**src/rtl/tx_fifo_ctrl.sv**
```systemverilog
// tx_fifo_ctrl
//   Single-clock controller for the PCS TX FIFO RAM. It owns the write and
//   read pointers, drives the dual-port RAM address and write-enable lines,
//   registers the RAM's combinational read data into a valid/ready output
//   stage, and reports occupancy, thresholds and sticky error flags.
//
// Ports
//   wclk, wrst          clock (rising edge), synchronous active-high reset
//   flush               synchronous clear of pointers and output stage
//   clr_err             clears the sticky overflow/underrun flags
//   in_valid, in_ready  upstream (TX encoder) handshake
//   mem_waddr/raddr     RAM write/read addresses
//   mem_wclken          RAM write enable (one word accepted this cycle)
//   mem_wfull           RAM write inhibit (FIFO full)
//   mem_rdata           RAM combinational read data at mem_raddr
//   out_valid/data/ready  downstream (gearbox/scrambler) handshake
//   count               RAM occupancy 0..DEPTH, excluding the output register
//   almost_full/empty   threshold flags derived from count
//   overflow, underrun  sticky error flags
module tx_fifo_ctrl #(
  parameter int unsigned DATASIZE  = 264,
  parameter int unsigned ADDRSIZE  = 5,
  parameter int unsigned AFULL_TH  = 28,
  parameter int unsigned AEMPTY_TH = 4
) (
  input  logic                wclk,
  input  logic                wrst,
  input  logic                flush,
  input  logic                clr_err,
  input  logic                in_valid,
  output logic                in_ready,
  output logic [ADDRSIZE-1:0] mem_waddr,
  output logic [ADDRSIZE-1:0] mem_raddr,
  output logic                mem_wclken,
  output logic                mem_wfull,
  input  logic [DATASIZE-1:0] mem_rdata,
  output logic                out_valid,
  output logic [DATASIZE-1:0] out_data,
  input  logic                out_ready,
  output logic [ADDRSIZE:0]   count,
  output logic                almost_full,
  output logic                almost_empty,
  output logic                overflow,
  output logic                underrun
);

  localparam logic [ADDRSIZE:0] PTR_ONE = (ADDRSIZE+1)'(1);
  localparam logic [ADDRSIZE:0] AF_TH   = (ADDRSIZE+1)'(AFULL_TH);
  localparam logic [ADDRSIZE:0] AE_TH   = (ADDRSIZE+1)'(AEMPTY_TH);

  // Pointers carry one extra wrap bit so full and empty are distinguishable.
  logic [ADDRSIZE:0] wptr;
  logic [ADDRSIZE:0] rptr;
  logic              primed;
  logic              empty;
  logic              full;
  logic              accept;
  logic              load;
  logic              ovf_set;
  logic              udr_set;

  always_comb begin
    empty   = (wptr == rptr);
    full    = (wptr[ADDRSIZE-1:0] == rptr[ADDRSIZE-1:0]) &&
              (wptr[ADDRSIZE] != rptr[ADDRSIZE]);
    accept  = in_valid && !full && !flush;
    // The output register refills whenever it is empty or being drained,
    // which gives one read per cycle without a bubble.
    load    = !empty && (!out_valid || out_ready) && !flush;
    ovf_set = in_valid && full && !flush;
    udr_set = primed && out_ready && !out_valid;
  end

  // in_ready depends only on registered pointers, never on out_ready.
  assign in_ready     = !full;
  assign mem_wclken   = accept;
  assign mem_wfull    = full;
  assign mem_waddr    = wptr[ADDRSIZE-1:0];
  assign mem_raddr    = rptr[ADDRSIZE-1:0];
  assign count        = wptr - rptr;
  assign almost_full  = (count >= AF_TH);
  assign almost_empty = (count <= AE_TH);

  always_ff @(posedge wclk) begin
    if (wrst || flush) begin
      wptr      <= '0;
      rptr      <= '0;
      out_valid <= 1'b0;
      primed    <= 1'b0;
    end else begin
      if (accept) begin
        wptr <= wptr + PTR_ONE;
      end
      if (load) begin
        rptr      <= rptr + PTR_ONE;
        out_valid <= 1'b1;
        primed    <= 1'b1;
      end else if (out_ready && out_valid) begin
        out_valid <= 1'b0;
      end
    end
  end

  // Data is only captured on a load; a plain drain leaves the last word in place.
  always_ff @(posedge wclk) begin
    if (wrst) begin
      out_data <= '0;
    end else if (load) begin
      out_data <= mem_rdata;
    end
  end

  // Sticky flags survive flush; a set in the same cycle as clr_err wins.
  always_ff @(posedge wclk) begin
    if (wrst) begin
      overflow <= 1'b0;
      underrun <= 1'b0;
    end else begin
      overflow <= (overflow && !clr_err) || ovf_set;
      underrun <= (underrun && !clr_err) || udr_set;
    end
  end

endmodule

```
**config.mk**
```make
export PLATFORM = sky130hd
export DESIGN_NAME = tx_fifo_ctrl
export DESIGN_NICKNAME = d
export VERILOG_FILES = /design/src/rtl/tx_fifo_ctrl.sv
export SDC_FILE = /design/constraint.sdc
export NUM_CORES = 1
export LEC_CHECK = 0
export CORE_AREA = 2 2 219 221
export DETAILED_ROUTE_END_ITERATION = 16
export DIE_AREA = 0 0 221 223
export PLACE_DENSITY = 0.49
export SLEW_MARGIN = 20
export SYNTH_ARGS = -nofsm -noshare
export SYNTH_HDL_FRONTEND = slang
export SYNTH_SLANG_ARGS = --single-unit
```
**constraint.sdc**
```tcl
create_clock -name wclk -period 2 [get_ports wclk]
set_input_delay 0.3 -clock wclk [delete_from_list [all_inputs] [get_ports wclk]]
set_output_delay 0.3 -clock wclk [all_outputs]
set_load 0.05 [all_outputs]
```
* Word level (Yosys, flattened, before mapping)
Index checks and enable logic that the tools add are counted.
** Storage, ports and cells
- Logic and storage cells :: 39
- Register bits :: 280
- Input bits :: 270
- Output and inout port bits :: 288
** Cells by class
- $add $sub $neg :: 3
- Muxes and demuxes :: 2
- Order comparisons :: 2
- Equal/unequal tests :: 3
- Reductions and logical operators :: 22
** Operators with widths (count)
- $add A6 B1 Y6 const B :: 2
- $logic_and A1 B1 Y1 :: 12
- $eq A6 B6 Y1 :: 1
- $ge A6 B5 Y1 const B :: 1
- $le A6 B3 Y1 const B :: 1
- $sub A6 B6 Y6 :: 1
- $eq A5 B5 Y1 :: 1
- $logic_not A1 Y1 :: 5
- $logic_or A1 B1 Y1 :: 4
- $mux W1 :: 2
- $reduce_bool A2 Y1 :: 1
- $ne A1 B1 Y1 :: 1

* Longest topological paths before layout
Gate-level depths: netlist of run 1.
- Depth after elaboration :: 5
- Depth in mapped cells :: 10
- Gate-level depth less buffers :: 8

* Least setup slack after synthesis of run 1
Ideal clock, no wire load.
- Kind :: register to output
- From :: register wptr[0]
- To :: output almost_full
- Data arrival time :: 2.685 ns
- Stages on the path, launching flop included :: 9
- Slack :: -0.985 ns
- Buffers on the path :: 0
- Cell sequence :: dfxtp_1 -> inv_1 -> ha_1 -> fa_1 -> nor2b_1 -> o21ai_0 -> nand2b_1 -> xor2_1 -> a31o_2
** On the way
- Word-level cells in the longest chain between the ends :: 2
** Ends and longest elaborated chain
- start, declared :: line 52 : logic [ADDRSIZE:0] wptr;
- start signal, assigned :: line 92 : wptr <= wptr + PTR_ONE;
- $sub A6 B6 Y6 :: line 80 : assign count = wptr - rptr;
- named net count[4] :: line 40 : output logic [ADDRSIZE:0] count,
- $ge A6 B5 Y1 :: line 81 : assign almost_full = (count >= AF_TH);
- end, declared :: line 41 : output logic almost_full,
The timed path passes the listed nets, and every way through them passes these cells.

* Worst setup path after layout of run 1
- From :: register wptr[0]
- To :: output almost_empty
** On the way
- Word-level cells in the longest chain between the ends :: 2
** Ends and longest elaborated chain
- $sub A6 B6 Y6 :: line 80
- $le A6 B3 Y1 :: line 82 : assign almost_empty = (count <= AE_TH);
- end, declared :: line 42 : output logic almost_empty,
Every way passes these cells.

==> impl_results.md, run 1 <==
- Status: finished with violations
- Failing checks: setup timing
- CTS clk-pin slew, worst paths: 0.06 ns
- Core area: 47150 um^2
- Routed WL: 49940 um
- Clock power frac: 0.432
- Global route overflow: 0
- Chip width: 221 um
- Crit path required time: 1.70 ns
- Post-synth top area cell: dfxtp_1
- Final ANT Viol Nets: 0
- R2R depth: 13
- FF-to-FF Start: wptr[1]$_SDFFE_PP0P_
- TritonCTS clock tree: built
- Post-Syn Area: 10110 um^2
- DR iter-0 viols: 322
- Final Skew: 0.02263 ns
- Via density: ~4.4
- Worst-Margin Slew: slightly above 0.6 ns
- Number of global-route vias before repair: 10650
- Fraction of synthesized cell area in xor and xnor cells: 0.01287
- Cts bufs inserted: 36
- Mapped Cells: about 1300
- Gr busiest metal: met2
- Largest family of logic cells by synthesized area: simple AND/OR/NAND/NOR gates
- Average wire per standard cell: 19.32 um
- WP data arrival: 2.40 ns
- First-pass GRT wire length: 61600 um
- Filler cell count: 4497
- Worst VDD drop: 0.5593 mV
- Share of Yosys cell area claimed by the top area cell type: 0.5542
- Crit path time final: 2.702 ns
- Synth warn: 0
- GRT Util Overall: 0.1581
- Slew margin rel.: 0.5873
- Logic pwr share: 0.169
- Sequential cell area fraction in the yosys report: 0.5542
- Remaining DRCs: 0
- Setup crit end kind: primary output
- # nets final: 2222
- Hold depth: 2
- Max cap viols: 0
- Hold endpoint: out_data[186]$_SDFFE_PP0P_
- Worst-Skew Late Latency: 0.53 ns
- Sequential power share: 0.399
- H-tree depth: 2
- Post-Synth Simple-Gate Area: 0.2210
- Hold Buf Count CTS: 0
- PortBufs: between 500 and 600
- Pin count of the biggest net entering global routing: 84
- Setup TNS: -26.56 ns
- Number of synthesized register bits: 280
- Gp weighted congestion: 0.8083
- Adder-Cell Fraction of Synth Area: 0.01064
- Worst setup SP type: flip-flop
- Number of library cell types mapped by synthesis: 32
- Post-DP HPWL: 30340 um
- Net Sw Frac: 0.2676
- DRT Pass-1 Iters: 4
- CP Max Fanout: 2
- Synth Net Count: 1550
- Final hold violations: 0
- Predominant post-synthesis flop cell: dfxtp_1
- Top cells by area, synth: dfxtp_1, nand2_1, a21oi_1
- Total Power: 14540 uW
- Met1 Usage GRT: 0.1799
- Syn avg cell area: 7.951 um^2
- Hold path startpoint: wrst
- R2R Path End: out_data[164]$_SDFFE_PP0P_
- Die ar.: 49280 um^2
- Number of enable flip-flop cells after synthesis: 0
- Crit Path Category: flip-flop to primary output
- Setup ws final: -0.7022 ns
- # clock sinks: 280
- RSZ-0062 raised after global routing: true
- M3 GR Usage: 0.06756
- Met2 Usage GRT: 0.2660
- Die Ht: 223 um
- Via Count: 11440
- Max Transition Viols Final: 0
- Fin crit share: 1.351
- Final setup violation count: roughly 280
- Num rows: 80
- Mux cell area share after synthesis: 0
- Area Growth Syn to Fin: 124.5%
- Fmax: 370.1 MHz
- I/O pin total: 558
- Longest Clk Path Bufs: 3
- Cell Int Power: 10650 uW
- Pleak: 0.01009 uW
- PD cells: between 600 and 700 nW/um^2
- Setup slack, reg-to-reg: -0.17 ns
- Initial Util: 0.2145
- Async SR Flop Fraction: 0
- Proportion of layout cells with a drive suffix above 1: 0.4053
- Net Switching: approximately 3900 uW
- Hold crit path type: input pin to flip-flop
- Antenna violations before repair: 1
- Root Buffer: clkbuf_16
- Complex-gate fraction of the synthesized area: 0.1429
==> cells in the mapped netlist, types with 4 or more instances <==
master	n
a21oi_1	271
clkbuf_1	34
o21ai_0	4
inv_1	10
ha_1	7
nand3_1	4
nor2_1	20
buf_2	31
xor2_1	7
nor2b_1	4
buf_4	36
nand2_1	535
xnor2_1	6
dfxtp_1	280
==> through the flow <==
step	util	area [um^2]	instances	hold slack (ns)	setup WS [ns]
final	0.4817	22710	2585	0.2134	-0.7022
after global routing	0.4817	22710	2585	0.2130	-0.8536
after detailed placement	0.3604	16990	2428	0.4461	-0.1661
after CTS	0.3814	17980	2497	0.1658	-0.7506
after global placement	0.3604	16990	2428	0.4408	-0.1782
after floorplan	-	10220	1272	0.4360	-0.4825
==> layout make-up <==
class                      count  area, um^2  share of cell area
sequential                   280        5617              0.2473
antenna                        1       2.502           0.0001102
clock buffer                  55        1064             0.04683
clock inverter                 8       70.07            0.003085
inverter                      10       41.29            0.001818
tap                          615       769.5             0.03388
multi-input combinational    883        6706              0.2953
timing repair buffer         733        8439              0.3716
==> worst max-delay path, stage by stage (launching register included) <==
cell	delay (ns)
dfxtp_2	0.33
inv_2	0.05
ha_4	0.16
fa_2	0.34
nor2b_1	0.12
o21ai_1	0.06
nand2b_1	0.16
xor2_4	0.11
a2111oi_4	0.38
buf_12	0.18
==> placed cells by master, fill, tap and decap left out, types with 2 or more instances in the layout <==
cell type / instances
clkdlybuf4s50_1: 275
dfxtp_1: 273
nand2_1: 230
dlygate4sd2_1: 222
nand2_4: 210
a21oi_2: 204
nand2_2: 94
clkbuf_16: 85
a21oi_1: 66
buf_4: 56
buf_12: 46
dlymetal6s2s_1: 35
buf_6: 24
nor2_1: 20
buf_8: 19
clkbuf_1: 11
clkbuf_8: 8
buf_16: 7
dfxtp_2: 6
inv_2: 5
xor2_1: 5
ha_4: 5
clkinv_2: 5
inv_1: 4
nor2b_1: 4
xnor2_1: 4
nand2b_1: 3
clkinvlp_4: 3
nand3_1: 3
nand4_1: 3
xor2_2: 2
o21ai_0: 2
o21ai_1: 2
nand3_4: 2
and2_4: 2
nand2_8: 2
ha_1: 2
==> logic make-up after synthesis <==
group	Yosys count
AOI/OAI and AO/OA	280
and+or+nand+nor	579
buffers and inverters	111
adders and majority gates	8
DFF	280
xor gates and xnor gates	14
==> power groups by stage <==
stage	clock network, uW	logic, uW	registers [uW]
finish	6280	2460	5800
global route	6710	2570	5820
CTS	6460	1800	5770
detailed placement	0	1850	5900
global placement	0	1850	5890
floorplan	0	389	6330
==> sequential cells by signal, indices dropped and copies added (netlist names) <==
register	cells
underrun	1
overflow	1
out_data	264
out_valid	1
wptr	6
rptr	6
primed	1
==> how the worst max path moves through the flow <==
stage | startpoint | to | depth (start not counted)
global route | wptr[0]$_SDFFE_PP0P_ | almost_empty | 9
global placement | wptr[0]$_SDFFE_PP0P_ | almost_empty | 9
floorplan | rptr[4]$_SDFFE_PP0P_ | almost_empty | 7
detailed placement | wptr[0]$_SDFFE_PP0P_ | almost_empty | 9
CTS | wptr[0]$_SDFFE_PP0P_ | almost_empty | 9
finish | wptr[0]$_SDFFE_PP0P_ | almost_empty | 9
==> routing by layer <==
layer / wire (um) / up-vias
li1: - / 5467
met1: 20080 / 5490
met5: 0 / -
met2: 24940 / 413
met3: 3772 / 65
met4: 1143 / 0
==> repair_timing <==
action | CTS | global route
gates cloned | 0 | 64
pin swaps | 4 | 404
setup endpoints to repair | 239 | 248
endpoints found under the hold margin | 0 | 0
buffers inserted | 6 | 24
gates resized for setup | 244 | 844
No activity file was read; power rests on OpenSTA's default activity.
==> inputs of run 2 (changes only) <==
Settings changed: GPL_ROUTABILITY_DRIVEN set to 0.
==> results of run 2 <==
Same layout as run 1: the final DEF is identical, and so are final timing and power.
